$ cat config.mk
export PLATFORM = sky130hd
export DESIGN_NAME = reg_file_ctrl_fsm
export DESIGN_NICKNAME = d
export VERILOG_FILES = /design/src/rtl/reg_file_ctrl_fsm.sv
export SDC_FILE = /design/constraint.sdc
export NUM_CORES = 1
export LEC_CHECK = 0
export ABC_AREA = 1
export CAP_MARGIN = 20
export CORE_MARGIN = 2
export CORE_UTILIZATION = 49
export CTS_CLUSTER_SIZE = 40
export DETAILED_ROUTE_END_ITERATION = 10
export PLACE_DENSITY = 0.84
export SETUP_SLACK_MARGIN = 0.1
export SYNTH_ARGS = -nofsm -noshare
export SYNTH_HDL_FRONTEND = slang
export SYNTH_SLANG_ARGS = --single-unit
export TNS_END_PERCENT = 50
$ cat constraint.sdc
create_clock -name CLK -period 3.9 [get_ports CLK]
set_clock_uncertainty 0.2 [all_clocks]
set_input_delay 0.585 -clock CLK [delete_from_list [all_inputs] [get_ports CLK]]
set_output_delay 0.585 -clock CLK [all_outputs]
set_load 0.1 [all_outputs]
$ cat src/rtl/reg_file_ctrl_fsm.sv
// -----------------------------------------------------------------------------
// reg_file_ctrl_fsm
//
// Multi-cycle control unit for the simple processor. It latches one
// instruction at a time, decodes it, and sequences FETCH/DECODE/EXEC/MEM/WB.
// It drives the 8x8 register file (read/write addresses, one-cycle write
// strobe), the ALU controls and the data-memory request/BUSYWAIT handshake.
// Every output is a flop.
//
// Instruction fields: opcode[31:24], dest[18:16], src1[10:8], src2/imm[7:0].
//
// Ports
//   CLK           in   clock, rising edge
//   RESET         in   synchronous, active-high reset
//   INSTRUCTION   in   instruction word from instruction memory
//   INSTR_VALID   in   INSTRUCTION is valid this cycle
//   ZERO          in   ALU zero flag (sampled at the end of EXEC for beq)
//   BUSYWAIT      in   data memory busy
//   READREG1      out  register-file read address 1 (src1)
//   READREG2      out  register-file read address 2 (src2)
//   WRITEREG      out  register-file write address (dest)
//   WRITEENABLE   out  register-file write strobe (WB only, one cycle)
//   IMM           out  immediate / offset
//   IMM_SEL       out  ALU operand 2: 1 = IMM, 0 = REGOUT2
//   SUB_SEL       out  negate ALU operand 2
//   ALUOP         out  000 FWD, 001 ADD, 010 AND, 011 OR
//   MEM_READ      out  data memory read request
//   MEM_WRITE     out  data memory write request
//   WB_SEL        out  write-back source: 0 = ALU, 1 = memory
//   PC_ADVANCE    out  one-cycle PC update pulse
//   JUMP          out  qualifies PC_ADVANCE: jump
//   BRANCH_TAKEN  out  qualifies PC_ADVANCE: branch taken
//   ILLEGAL       out  sticky: illegal opcode or memory abort
//
// Build option
//   MEM_TIMEOUT_EN  when defined, a MEM access still busy after MEM_TIMEOUT
//                   cycles is aborted: the request drops, the FSM halts and
//                   ILLEGAL is set. When undefined, MEM waits indefinitely.
// -----------------------------------------------------------------------------
module reg_file_ctrl_fsm #(
   parameter int unsigned INSTR_W     = 32,
   parameter int unsigned REG_AW      = 3,
   parameter int unsigned MEM_TIMEOUT = 255
) (
   input  logic               CLK,
   input  logic               RESET,
   input  logic [INSTR_W-1:0] INSTRUCTION,
   input  logic               INSTR_VALID,
   input  logic               ZERO,
   input  logic               BUSYWAIT,
   output logic [REG_AW-1:0]  READREG1,
   output logic [REG_AW-1:0]  READREG2,
   output logic [REG_AW-1:0]  WRITEREG,
   output logic               WRITEENABLE,
   output logic [7:0]         IMM,
   output logic               IMM_SEL,
   output logic               SUB_SEL,
   output logic [2:0]         ALUOP,
   output logic               MEM_READ,
   output logic               MEM_WRITE,
   output logic               WB_SEL,
   output logic               PC_ADVANCE,
   output logic               JUMP,
   output logic               BRANCH_TAKEN,
   output logic               ILLEGAL
);

   typedef enum logic [2:0] {
      StFetch  = 3'd0,
      StDecode = 3'd1,
      StExec   = 3'd2,
      StMem    = 3'd3,
      StWb     = 3'd4,
      StHalt   = 3'd5
   } state_e;

   localparam logic [7:0] OpLoadi = 8'h00;
   localparam logic [7:0] OpMov   = 8'h01;
   localparam logic [7:0] OpAdd   = 8'h02;
   localparam logic [7:0] OpSub   = 8'h03;
   localparam logic [7:0] OpAnd   = 8'h04;
   localparam logic [7:0] OpOr    = 8'h05;
   localparam logic [7:0] OpJ     = 8'h06;
   localparam logic [7:0] OpBeq   = 8'h07;
   localparam logic [7:0] OpLwd   = 8'h08;
   localparam logic [7:0] OpLwi   = 8'h09;
   localparam logic [7:0] OpSwd   = 8'h0A;
   localparam logic [7:0] OpSwi   = 8'h0B;

   localparam logic [2:0] AluFwd = 3'b000;
   localparam logic [2:0] AluAdd = 3'b001;
   localparam logic [2:0] AluAnd = 3'b010;
   localparam logic [2:0] AluOr  = 3'b011;

   state_e              state_q, state_d;
   logic [INSTR_W-1:0]  ir_q, ir_d;
   logic [REG_AW-1:0]   readreg1_q, readreg1_d;
   logic [REG_AW-1:0]   readreg2_q, readreg2_d;
   logic [REG_AW-1:0]   writereg_q, writereg_d;
   logic [7:0]          imm_q, imm_d;
   logic                imm_sel_q, imm_sel_d;
   logic                sub_sel_q, sub_sel_d;
   logic [2:0]          aluop_q, aluop_d;
   logic                mem_read_q, mem_read_d;
   logic                mem_write_q, mem_write_d;
   logic                wb_sel_q, wb_sel_d;
   logic                write_enable_q, write_enable_d;
   logic                pc_advance_q, pc_advance_d;
   logic                jump_q, jump_d;
   logic                branch_taken_q, branch_taken_d;
   logic                illegal_q, illegal_d;
   // High only in the first MEM cycle, where BUSYWAIT is not yet meaningful.
   logic                mem_first_q, mem_first_d;

   logic [7:0]          opcode;
   logic                is_load;
   logic                is_store;
   // Not every IR bit is a decoded field.
   logic                unused_ir;

   assign opcode    = ir_q[31:24];
   assign is_load   = (opcode == OpLwd) || (opcode == OpLwi);
   assign is_store  = (opcode == OpSwd) || (opcode == OpSwi);
   assign unused_ir = ^ir_q;

`ifdef MEM_TIMEOUT_EN
   localparam logic [7:0] MemLast = 8'(MEM_TIMEOUT - 1);

   // Number of completed MEM cycles; zero in the first MEM cycle.
   logic [7:0] mem_cnt_q, mem_cnt_d;
   logic       mem_timeout;

   assign mem_timeout = (mem_cnt_q == MemLast);
`endif

   always_comb begin
      state_d        = state_q;
      ir_d           = ir_q;
      readreg1_d     = readreg1_q;
      readreg2_d     = readreg2_q;
      writereg_d     = writereg_q;
      imm_d          = imm_q;
      illegal_d      = illegal_q;
      // Control strobes are pulses: low unless the next state asks for them.
      imm_sel_d      = 1'b0;
      sub_sel_d      = 1'b0;
      aluop_d        = AluFwd;
      mem_read_d     = 1'b0;
      mem_write_d    = 1'b0;
      wb_sel_d       = 1'b0;
      write_enable_d = 1'b0;
      pc_advance_d   = 1'b0;
      jump_d         = 1'b0;
      branch_taken_d = 1'b0;
      mem_first_d    = 1'b0;
`ifdef MEM_TIMEOUT_EN
      mem_cnt_d      = '0;
`endif

      unique case (state_q)
         StFetch: begin
            if (INSTR_VALID) begin
               ir_d    = INSTRUCTION;
               state_d = StDecode;
            end
         end

         // Outputs registered here are what the datapath sees during EXEC.
         StDecode: begin
            readreg1_d = ir_q[8 +: REG_AW];
            readreg2_d = ir_q[0 +: REG_AW];
            writereg_d = ir_q[16 +: REG_AW];
            imm_d      = ir_q[7:0];
            state_d    = StExec;
            case (opcode)
               OpLoadi: imm_sel_d = 1'b1;
               OpMov:   aluop_d   = AluFwd;
               OpAdd:   aluop_d   = AluAdd;
               OpSub: begin
                  aluop_d   = AluAdd;
                  sub_sel_d = 1'b1;
               end
               OpAnd:   aluop_d   = AluAnd;
               OpOr:    aluop_d   = AluOr;
               OpJ: begin
                  pc_advance_d = 1'b1;
                  jump_d       = 1'b1;
               end
               OpBeq: begin
                  aluop_d   = AluAdd;
                  sub_sel_d = 1'b1;
               end
               OpLwd, OpSwd: aluop_d = AluFwd;
               OpLwi, OpSwi: imm_sel_d = 1'b1;
               default: begin
                  state_d   = StHalt;
                  illegal_d = 1'b1;
               end
            endcase
         end

         StExec: begin
            case (opcode)
               OpJ:   state_d = StFetch;
               OpBeq: begin
                  pc_advance_d   = 1'b1;
                  branch_taken_d = ZERO;
                  state_d        = StFetch;
               end
               OpLwd, OpLwi: begin
                  mem_read_d  = 1'b1;
                  mem_first_d = 1'b1;
                  state_d     = StMem;
               end
               OpSwd, OpSwi: begin
                  mem_write_d = 1'b1;
                  mem_first_d = 1'b1;
                  state_d     = StMem;
               end
               default: begin
                  write_enable_d = 1'b1;
                  pc_advance_d   = 1'b1;
                  state_d        = StWb;
               end
            endcase
         end

         StMem: begin
            if (!mem_first_q && !BUSYWAIT) begin
               // Loads pulse PC_ADVANCE in WB, stores right after MEM.
               pc_advance_d = 1'b1;
               if (is_load) begin
                  write_enable_d = 1'b1;
                  wb_sel_d       = 1'b1;
                  state_d        = StWb;
               end else begin
                  state_d = StFetch;
               end
            end
`ifdef MEM_TIMEOUT_EN
            else if (BUSYWAIT && mem_timeout) begin
               state_d   = StHalt;
               illegal_d = 1'b1;
            end
`endif
            else begin
               mem_read_d  = is_load;
               mem_write_d = is_store;
`ifdef MEM_TIMEOUT_EN
               mem_cnt_d   = mem_cnt_q + 8'd1;
`endif
            end
         end

         StWb: state_d = StFetch;

         // Only RESET leaves HALT.
         StHalt: state_d = StHalt;

         default: state_d = StFetch;
      endcase
   end

   always_ff @(posedge CLK) begin
      if (RESET) begin
         state_q        <= StFetch;
         ir_q           <= '0;
         readreg1_q     <= '0;
         readreg2_q     <= '0;
         writereg_q     <= '0;
         imm_q          <= '0;
         imm_sel_q      <= 1'b0;
         sub_sel_q      <= 1'b0;
         aluop_q        <= AluFwd;
         mem_read_q     <= 1'b0;
         mem_write_q    <= 1'b0;
         wb_sel_q       <= 1'b0;
         write_enable_q <= 1'b0;
         pc_advance_q   <= 1'b0;
         jump_q         <= 1'b0;
         branch_taken_q <= 1'b0;
         illegal_q      <= 1'b0;
         mem_first_q    <= 1'b0;
      end else begin
         state_q        <= state_d;
         ir_q           <= ir_d;
         readreg1_q     <= readreg1_d;
         readreg2_q     <= readreg2_d;
         writereg_q     <= writereg_d;
         imm_q          <= imm_d;
         imm_sel_q      <= imm_sel_d;
         sub_sel_q      <= sub_sel_d;
         aluop_q        <= aluop_d;
         mem_read_q     <= mem_read_d;
         mem_write_q    <= mem_write_d;
         wb_sel_q       <= wb_sel_d;
         write_enable_q <= write_enable_d;
         pc_advance_q   <= pc_advance_d;
         jump_q         <= jump_d;
         branch_taken_q <= branch_taken_d;
         illegal_q      <= illegal_d;
         mem_first_q    <= mem_first_d;
      end
   end

`ifdef MEM_TIMEOUT_EN
   always_ff @(posedge CLK) begin
      if (RESET) begin
         mem_cnt_q <= '0;
      end else begin
         mem_cnt_q <= mem_cnt_d;
      end
   end
`endif

   assign READREG1     = readreg1_q;
   assign READREG2     = readreg2_q;
   assign WRITEREG     = writereg_q;
   assign WRITEENABLE  = write_enable_q;
   assign IMM          = imm_q;
   assign IMM_SEL      = imm_sel_q;
   assign SUB_SEL      = sub_sel_q;
   assign ALUOP        = aluop_q;
   assign MEM_READ     = mem_read_q;
   assign MEM_WRITE    = mem_write_q;
   assign WB_SEL       = wb_sel_q;
   assign PC_ADVANCE   = pc_advance_q;
   assign JUMP         = jump_q;
   assign BRANCH_TAKEN = branch_taken_q;
   assign ILLEGAL      = illegal_q;

endmodule
# Yosys cells after proc, flatten, opt, wreduce, memory -nomap -nowiden

Cells that the tools add are included.

Register bits after elaboration: 66
Bits in latches: 0
Bits in writable memories: 0
Memory bits (read-only): 0
Input port bits: 37
Output and inout port bits: 30
Logic and storage cells: 88
Memories: 0

$add $sub $neg: 0
Multipliers: 0
Div/mod/pow operators: 0
Magnitude comparators: 0
Equal/unequal tests: 17
Shift operators: 0
Multiplexer cells: 24
Bitwise operators: 5
Reductions and logical operators: 24

Operators with widths:

| kind                                                 | number |
|---|---|
| equality test 8 x 3 -> 1 bit (second input constant) | 4 |
| equality test 8 x 4 -> 1 bit (second input constant) | 4 |
| equality test 8 x 2 -> 1 bit (second input constant) | 2 |
| one-hot mux 3 bit (5 select lines)                   | 1 |
| OR reduction 2 bit                                   | 7 |
| two-way mux 1 bit                                    | 13 |
| two-way mux 3 bit                                    | 4 |
| OR reduction 12 bit                                  | 1 |
| OR reduction 3 bit                                   | 3 |
| equality test 8 x 1 -> 1 bit (second input constant) | 1 |
| zero test 8 bit                                      | 1 |
| equality test 3 x 2 -> 1 bit (second input constant) | 2 |
| one-hot mux 1 bit (2 select lines)                   | 3 |
| one-hot mux 2 bit (3 select lines)                   | 1 |
| one-hot mux 3 bit (2 select lines)                   | 1 |
| AND reduction 2 bit                                  | 3 |
| OR reduction 6 bit                                   | 1 |
| inverter 1 bit                                       | 5 |
| OR reduction 5 bit                                   | 1 |
| != test 2 bit (second input constant)                | 2 |
| OR reduction 4 bit                                   | 1 |
| equality test 3 x 1 -> 1 bit (second input constant) | 1 |
| equality test 3 bit (second input constant)          | 1 |
| zero test 3 bit                                      | 1 |
| 4 further kinds                                      | 6 |

# Logic depth before layout (Yosys ltp)

Gate-level depths: netlist of run 1.

Depth in word-level cells: 5
Mapped depth: 11
Mapped depth without buffers: 11

# Worst setup path before layout of run 1

No wires, ideal clock.

Path type: flip-flop to output port
From: register readreg2_q[0] (netlist: READREG2[0])
To: output READREG2[0]
Arrival: 1369 ps
Setup slack: 1746 ps
Cell stages (with the launch flop): 2
Path through: dfxtp_1 buf_4

RTL lines:

| item                     | line | RTL |
|---|---|---|
| start: declaration       | 98   | `logic [REG_AW-1:0] readreg2_q, readreg2_d;` |
| start signal: assignment | 288  | `readreg2_q <= readreg2_d;` |
| end: declaration         | 52   | `output logic [REG_AW-1:0] READREG2,` |

No word-level cell between the ends.

# Worst setup path in the final report of run 1

From: register imm_q[4] (netlist: IMM[4])
To: output IMM[4]

RTL lines:

| item                     | line | RTL |
|---|---|---|
| start: declaration       | 100  | `logic [7:0] imm_q, imm_d;` |
| start signal: assignment | 290  | `imm_q <= imm_d;` |
| end: declaration         | 55   | `output logic [7:0] IMM,` |

No word-level cell between the ends.

==> results of run 1 <==
[synth_stat cells]
master,instances
dfxtp_1,52
a21oi_1,37
o21ai_0,35
inv_1,28
nor2_1,18
nand2_1,14
nor2_2,9
clkbuf_1,8
nand3_1,8
buf_4,7
inv_2,5
nand2_2,5
nor3_1,5
nand2_4,3
nand4_1,3
o21ai_1,3
nor2_4,2
nor4_1,2
o21a_1,2
a2111oi_0,1
a211oi_1,1
buf_2,1
buf_6,1
clkinv_4,1
conb_1,1
nand3_2,1
o21bai_1,1
or2_4,1
[through the flow]
step | instances | power [mW] | area, um2 | hold WS [ps] | worst slack, ps
6_report | 351 | 2.286 | 2691 | 257.7 | 1284
5_1_grt | 351 | 2.410 | 2691 | 280.8 | 1245
2_1_floorplan | 255 | 1.724 | 2069 | 229.1 | 1746
3_5_place_dp | 343 | 1.938 | 2584 | 245.9 | 1312
4_1_cts | 351 | 2.297 | 2691 | 259.5 | 1267
3_3_place_gp | 343 | 1.916 | 2584 | 239.0 | 1342
[kinds of logic after synthesis]
| family | synth area share [%] |
|---|---|
| AOI/OAI and AO/OA | 20.01 |
| buffers and inverters | 11.18 |
| DFF | 50.30 |
| other | 0.1812 |
| and+or+nand+nor | 18.32 |
[worst min-delay path by stage]
stage / from / cells past startpoint / slack (ps) / end
after CTS: ir_q[8] / 2 / 260 / ir_q[8]
after floorplan: ir_q[1] / 2 / 230 / ir_q[1]
final: ir_q[4] / 2 / 260 / IMM[4]
after global placement: ir_q[4] / 2 / 240 / ir_q[4]
after global routing: ir_q[6] / 2 / 280 / IMM[6]
after detailed placement: ir_q[8] / 2 / 250 / ir_q[8]
[worst register-to-register path: stages (launching register included)]
cell and delay [ps]:
dfxtp_1 360, nor2_1 180, nand3_2 570, o21ai_0 420, a21oi_1 80
[layer usage]
layer  global-route usage [%]  vias up  share of wire, %
li1                         -      919                 -
met5                        0        -                 0
met1                    21.39      781                44
met2                    31.97       56                47
met3                    6.494       11               6.8
met4                    7.598        0               2.0
[layout make-up]
cell class / count / share of cell area (%)
Multi-Input combinational cell: 152 / 29.61
Sequential cell: 52 / 38.68
Timing Repair Buffer: 55 / 20.46
Inverter: 34 / 4.928
Clock buffer: 6 / 2.696
Tap cell: 50 / 2.325
Clock inverter: 2 / 1.302
[cell usage in the layout (no fill, tap or decap), types with 2 or more instances in the layout]
| cell | n |
|---|---|
| o21a_1 | 2 |
| nand2_4 | 3 |
| nand4_1 | 3 |
| inv_2 | 5 |
| clkbuf_8 | 5 |
| nor2_1 | 18 |
| nand2_1 | 14 |
| inv_1 | 28 |
| nand2_2 | 5 |
| nor2_4 | 2 |
| nand3_1 | 8 |
| nor3_1 | 5 |
| dfxtp_1 | 52 |
| a21oi_1 | 37 |
| o21ai_1 | 3 |
| nor4_1 | 2 |
| o21ai_0 | 35 |
| nor2_2 | 9 |
| clkdlybuf4s50_1 | 55 |
[flip-flops by register name, indices dropped and copies added, names as in the netlist]
| register | count |
|---|---|
| ir_q | 22 |
| IMM | 6 |
| READREG1 | 3 |
| WRITEREG | 3 |
| state_q | 3 |
| ALUOP | 2 |
| READREG2 | 2 |
| BRANCH_TAKEN | 1 |
| ILLEGAL | 1 |
| IMM_SEL | 1 |
| JUMP | 1 |
| MEM_READ | 1 |
| MEM_WRITE | 1 |
| PC_ADVANCE | 1 |
| SUB_SEL | 1 |
| WB_SEL | 1 |
| WRITEENABLE | 1 |
| mem_first_q | 1 |
[power breakdown]
part / internal (mW) / switching [mW]
Sequential: 0.669 / 0.0813
Combinational: 0.281 / 0.895
Clock: 0.191 / 0.170
Total: 1.14 / 1.15
==> impl_metrics.json, run 1 <==
{
  "startpoint": "IMM[4]",
  "grt_use_total_pct": 18.76,
  "n_antenna_cell": 0,
  "syn_to_final_growth_pct": 30.05,
  "final_max_slew_viol_count": 0,
  "r2r_end": "ir_q[0]",
  "fp.dieArea_mm2": 0.004759,
  "end_kind": "primary output",
  "hold_buffers": 0,
  "ioPinCount": 67,
  "crit_buf_inv": 1,
  "period_share_pct": 67.08,
  "worst_pin_slew_ps": 981.3,
  "cts_resized": 0,
  "routed_via_density": 5.034,
  "cpMaxStageDelayCell": "clkdlybuf4s50_1",
  "setup_viol": 0,
  "vdd_drop_max_mv": 0.5907,
  "ys_seq_area_share_pct": 50.30,
  "register_area_mm2": 0.001041,
  "post_drt_wl_per_cell_um": 11.61,
  "drive_above_1_share_pct": 11.30,
  "power_leakage_nw": 1.044,
  "grt_max_degree": 45,
  "overflow": 0,
  "multi_input_area_um2": 797.0,
  "r2r_setup_slack_ps": 1950,
  "max_stage_delay_ps": 1150,
  "hold_violations": 0,
  "powerDensity_mw_per_mm2": 849.5,
  "path_depth": 1,
  "start_kind": "register",
  "grt_pass1_wl_um": 6630,
  "syn_inst": 255,
  "grt_pass1_vias": 1601,
  "cts_tree": "done",
  "core_mm2": 0.004029,
  "nets": 337,
  "drc_errors": 0,
  "cp.required_ps": 3120,
  "status": "finished, final reports clean",
  "vias": 1767,
  "n_fill_cell": 369,
  "path_class": "register to primary output",
  "crit-reg2reg-launch": "state_q[0]",
  "clockRootBuffer": "clkbuf_8",
  "cts.path.max_buffers": 2,
  "postSynthAreaPerCell_um2": 8.116,
  "yosysTopAreaCell": "dfxtp_1",
  "yosys_warnings": 0,
  "rsz0062_at_grt": "false",
  "crit_chain": "clkdlybuf4s50_1",
  "hp-class": "register to register",
  "synth_top_area_share_pct": 50.30,
  "r2r_cells": 4,
  "max_freq_ghz": 0.3822,
  "h-tree-depth": 2,
  "die_height_um": 68.99,
  "cts.sinks": 52,
  "maxCapViolations": 0,
  "gp_congestion": 0.8818,
  "grt_antenna_before_repair": 0,
  "crit_arrival_ps": 1830,
  "netlist-cell-type-count": 28,
  "clock_latency_ps": 300,
  "crit_fanout": 2,
  "setup_tns_ps": 0,
  "syn_nets": 292,
  "cpLargestDelayFamily": "buffers and inverters",
  "clk_pin_slew_ps": 90,
  "die_x_um": 68.99,
  "drt-total-wl_um": 4074,
  "endpoint": "IMM[4]",
  "syn_area_mm2": 0.002069,
  "ant_nets": 0,
  "first_pass_iters": 4,
  "initial_core_util_pct": 51.37,
  "ys_ff_latch": 52,
  "post_cts_buffers": 0,
  "row_count": 23,
  "slew_headroom_pct": 34.37,
  "final_util_pct": 66.80,
  "dp_hpwl_um": 2876,
  "io_buffers": 55,
  "fin_crit_ps": 2616,
  "drt_iter0_drc": 79,
  "synth_area_leaders": "dfxtp_1 50%, a21oi_1 8.9%, o21ai_0 8.5%",
  "cts_inserted_buffers": 5
}
Power figures use the tool's default switching activity.
==> run 2: changes to the inputs <==
--- a/config.mk
+++ b/config.mk
@@ -8,10 +8,10 @@
 export ABC_AREA = 1
 export CAP_MARGIN = 20
 export CORE_MARGIN = 2
-export CORE_UTILIZATION = 49
+export CORE_UTILIZATION = 41
 export CTS_CLUSTER_SIZE = 40
 export DETAILED_ROUTE_END_ITERATION = 10
-export PLACE_DENSITY = 0.84
+export PLACE_DENSITY = 0.75
 export SETUP_SLACK_MARGIN = 0.1
 export SYNTH_ARGS = -nofsm -noshare
 export SYNTH_HDL_FRONTEND = slang
==> constraint.sdc (replaced) <==
create_clock -name CLK -period 2.4 [get_ports CLK]
set_clock_uncertainty 0.2 [all_clocks]
set_input_delay 0.36 -clock CLK [delete_from_list [all_inputs] [get_ports CLK]]
set_output_delay 0.36 -clock CLK [all_outputs]
set_load 0.1 [all_outputs]
==> impl_metrics.json, run 2 (synthesis results as in run 1) <==
{
  "grt_pass1_vias": 1537,
  "final_util_pct": 55.42,
  "finalNonFillerCells": 371,
  "placed_cells_incl_taps": 363,
  "max_stage_delay_ps": 430,
  "start_kind": "register",
  "initial_core_util_pct": 43.24,
  "clock_latency_ps": 310,
  "nets": 340,
  "maxCapViolations": 0,
  "crit-reg2reg-launch": "state_q[0]",
  "path_class": "register to register",
  "ant_nets": 0,
  "setup_tns_ps": 0,
  "io_buffers": 55,
  "fin_crit_ps": 1679,
  "fin_total_pwr_mw": 3.611,
  "grt_max_degree": 45,
  "setup_slack_ps": 721.4,
  "final_common_cell": "dfxtp_1",
  "cp_common_cell": "nand2_1",
  "cts_tree": "done",
  "gp_congestion": 0.9180,
  "routed_via_density": 4.679,
  "register_area_mm2": 0.001041,
  "overflow": 0,
  "clockRootBuffer": "clkbuf_8",
  "period_share_pct": 69.94,
  "fp.dieArea_mm2": 0.005632,
  "row_count": 25,
  "setup_viol": 0,
  "syn_to_final_growth_pct": 28.17,
  "ioPinCount": 67,
  "hold_buffers": 0,
  "end_kind": "register",
  "h-tree-depth": 2,
  "post-place-ws_ps": 508.2,
  "first_pass_iters": 4,
  "crit_chain": "inv_2, nor2_4, nand2_2, inv_2, nand3_1, nand2_1, nand2_1, nand2_1",
  "startpoint": "state_q[0]",
  "drt_iter0_drc": 54,
  "drive_above_1_share_pct": 22.04,
  "cts_inserted_buffers": 5,
  "grt_pass1_wl_um": 6658,
  "final_max_slew_viol_count": 0,
  "multi_input_area_um2": 797.0,
  "grt_use_total_pct": 15.50,
  "powerDensity_mw_per_mm2": 1361,
  "drc_errors": 0,
  "r2r_setup_slack_ps": 720,
  "cts.sinks": 52,
  "mostFrequentLayoutCells": "52 x dfxtp_1, 37 x a21oi_1, 35 x o21ai_0, 32 x buf_4, 28 x inv_1",
  "core_mm2": 0.004786,
  "post_drt_wl_per_cell_um": 10.85,
  "crit_fanout": 30,
  "status": "finished, final reports clean",
  "post_cts_buffers": 0,
  "top_register": "ir_q",
  "hold_violations": 0,
  "max_freq_ghz": 0.5957,
  "drt-total-wl_um": 4027,
  "vdd_drop_max_mv": 0.8427,
  "n_antenna_cell": 0,
  "dpl_cell_area_mm2": 0.002555,
  "holdWs_ps": 254.0,
  "n_fill_cell": 480,
  "power_leakage_nw": 1.100,
  "clk_pin_slew_ps": 90,
  "fin_area_mm2": 0.002653,
  "die_height_um": 75.05,
  "min_from": "ir_q[16]",
  "vias": 1736,
  "grt_antenna_before_repair": 0,
  "cts_resized": 0,
  "crit_arrival_ps": 1730,
  "dp_hpwl_um": 2869,
  "rsz0062_at_grt": "false",
  "cpMaxStageDelayCell": "dfxtp_1",
  "cts.path.max_buffers": 2,
  "die_x_um": 75.05,
  "hp-class": "register to register",
  "cp.required_ps": 2450,
  "largest_reg_flops": 22
}
run 2: cell types whose count changed in the layout (fill, tap and decap cells not counted), sizes merged:
cell,change
buf,+32
clkdlybuf4s50,-29
clkinvlp,+2
clkinv,-1
bufinv,-1
run 2: worst max-delay path, delay by kind of cell, from the launching register on:
| kind | cells | cell delay [ps] |
|---|---|---|
| simple gates | 6 | 560 |
| buf+inv | 2 | 440 |
| flops | 1 | 430 |
run 2: layout make-up:
cell class | instances | area share (%)
tap | 67 | 3.160
timing repair buffer | 58 | 18.87
sequential | 52 | 39.25
clock buffer | 6 | 3.113
inverter | 34 | 5.000
multi-input combinational | 152 | 30.05
clock inverter | 2 | 0.5660
run 2: routing by layer:
metal	vias to the layer above	wire length (um)	GRT usage [%]	share of wire (%)
met3	7	293	5.622	7.3
met4	0	63	5.952	1.6
met5	-	0	0	0
met1	757	1867	17.87	46
li1	921	-	-	-
met2	51	1803	26.22	45
run 2: power by group:
group | total (mW) | leakage (nW) | switching (mW) | internal [mW]
Combinational | 1.88 | 0.630 | 1.46 | 0.424
Clock | 0.516 | 0.0434 | 0.282 | 0.234
Sequential | 1.21 | 0.427 | 0.126 | 1.09
Total | 3.61 | 1.10 | 1.87 | 1.74
run 2: path summary, 6_finish.rpt:
check,cells after the start,end
setup / recovery,8,state_q[0]
hold / removal,2,WRITEREG[0]
setup reg to reg,8,state_q[0]
hold reg to reg,2,WRITEREG[0]
==> run 3: changes to the inputs <==
--- a/config.mk
+++ b/config.mk
@@ -8,10 +8,10 @@
 export ABC_AREA = 1
 export CAP_MARGIN = 20
 export CORE_MARGIN = 2
-export CORE_UTILIZATION = 41
+export CORE_UTILIZATION = 45
 export CTS_CLUSTER_SIZE = 40
 export DETAILED_ROUTE_END_ITERATION = 10
-export PLACE_DENSITY = 0.75
+export PLACE_DENSITY = 0.78
 export SETUP_SLACK_MARGIN = 0.1
 export SYNTH_ARGS = -nofsm -noshare
 export SYNTH_HDL_FRONTEND = slang
==> constraint.sdc (replaced) <==
create_clock -name CLK -period 1.7 [get_ports CLK]
set_clock_uncertainty 0.2 [all_clocks]
set_input_delay 0.255 -clock CLK [delete_from_list [all_inputs] [get_ports CLK]]
set_output_delay 0.255 -clock CLK [all_outputs]
set_load 0.1 [all_outputs]
==> impl_metrics.json, run 3 (synthesis results as in run 1) <==
{
  "clock_latency_ps": 300,
  "fin_total_pwr_mw": 5.874,
  "clk_pin_slew_ps": 90,
  "end_kind": "register",
  "finalNonFillerCells": 361,
  "vias": 1807,
  "h-tree-depth": 2,
  "multi_input_area_um2": 817.0,
  "final_common_cell": "dfxtp_1",
  "power_leakage_nw": 1.239,
  "n_fill_cell": 341,
  "drt-total-wl_um": 4326,
  "setup_slack_ps": 202.1,
  "nets": 345,
  "die_height_um": 71.82,
  "initial_core_util_pct": 47.20,
  "post-place-ws_ps": -54.56,
  "cts_tree": "done",
  "grt_pass1_vias": 1809,
  "hold_buffers": 0,
  "powerDensity_mw_per_mm2": 1892,
  "ioPinCount": 67,
  "row_count": 24,
  "period_share_pct": 88.11,
  "largest_reg_flops": 22,
  "grt_antenna_before_repair": 0,
  "routed_via_density": 5.006,
  "vdd_drop_max_mv": 1.385,
  "die_x_um": 71.82,
  "n_antenna_cell": 0,
  "hold_violations": 0,
  "cts.path.max_buffers": 2,
  "cts.sinks": 52,
  "cp.required_ps": 1710,
  "start_kind": "register",
  "core_mm2": 0.004384,
  "placed_cells_incl_taps": 352,
  "setup_viol": 0,
  "final_max_slew_viol_count": 0,
  "overflow": 0,
  "gp_congestion": 0.8864,
  "max_freq_ghz": 0.6676,
  "rsz0062_at_grt": "true",
  "grt_max_degree": 41,
  "io_buffers": 55,
  "drc_errors": 0,
  "crit_fanout": 8,
  "maxCapViolations": 0,
  "hp-class": "register to register",
  "drt_iter0_drc": 120,
  "path_class": "register to register",
  "dp_hpwl_um": 3179,
  "drive_above_1_share_pct": 26.86,
  "top_register": "ir_q",
  "mostFrequentLayoutCells": "42 x dfxtp_1, 37 x a21oi_1, 35 x o21ai_0, 31 x buf_12, 28 x inv_1",
  "post_drt_wl_per_cell_um": 11.98,
  "fp.dieArea_mm2": 0.005157,
  "grt_use_total_pct": 18.21,
  "grt_pass1_wl_um": 7514,
  "status": "finished, final reports clean",
  "syn_to_final_growth_pct": 50.00,
  "fin_crit_ps": 1498,
  "first_pass_iters": 4,
  "register_area_mm2": 0.001054,
  "clockRootBuffer": "clkbuf_8",
  "ant_nets": 0,
  "cts_inserted_buffers": 5,
  "crit_arrival_ps": 1500
}
[run 3: cell count changes in the layout (fill, tap and decap cells not counted), sizes merged]
cell / change
clkinv: +1
buf: +5
clkinvlp: -2
bufinv: +1
[run 3: report_power, final]
part	internal [mW]	switching, mW
Combinational	1.11	2.10
Sequential	1.55	0.289
Clock	0.437	0.391
[run 3: worst max-delay path, stage by stage, from the launching register on]
cell and delay (ps):
dfxtp_2 420, nand2_1 120, nor2_2 170, nand2_4 80, nand2_4 80, nor2_2 50, nand2_2 90, nor2_4 40
o21a_1 160
[run 3: per-layer routing]
layer	track usage [%]	up-vias	routed length (um)
met3	7.314	5	349
met5	0	-	0
met4	5.451	0	40
met1	19.12	821	1760
met2	33.23	49	2175
li1	-	932	-
[run 3: path summary, 6_finish.rpt]
path / endpoint / slack [ps] / cells after the start / from
max: ILLEGAL / 200 / 8 / ir_q[25]
min: ir_q[3] / 260 / 2 / ir_q[3]
max reg2reg: ILLEGAL / 200 / 8 / ir_q[25]
min reg2reg: ir_q[3] / 260 / 2 / ir_q[3]
[run 3: repair_timing]
action | CTS | global route
resized for setup | 0 | 15
buffers inserted | 0 | 1
setup endpoints to repair | 0 | 11
[run 3: final cells by class]
type	instances	share of cell area, %
tap	52	2.096
sequential	52	33.94
clock inverter	2	1.129
timing repair buffer	63	29.83
clock buffer	6	2.338
inverter	34	4.353
multi-input combinational	152	26.32
[run 3: through the flow]
stage | hold slack [ps] | area (um2) | util, % | TNS [ps]
3_3_place_gp | 229.4 | 2955 | 67.41 | -40.07
6_report | 256.1 | 3104 | 70.80 | 0
4_1_cts | 257.7 | 3063 | 69.86 | 0
5_1_grt | 276.3 | 3104 | 70.80 | 0
2_1_floorplan | 193.5 | 2071 | - | -248.3
3_5_place_dp | 245.6 | 2955 | 67.41 | -86.36
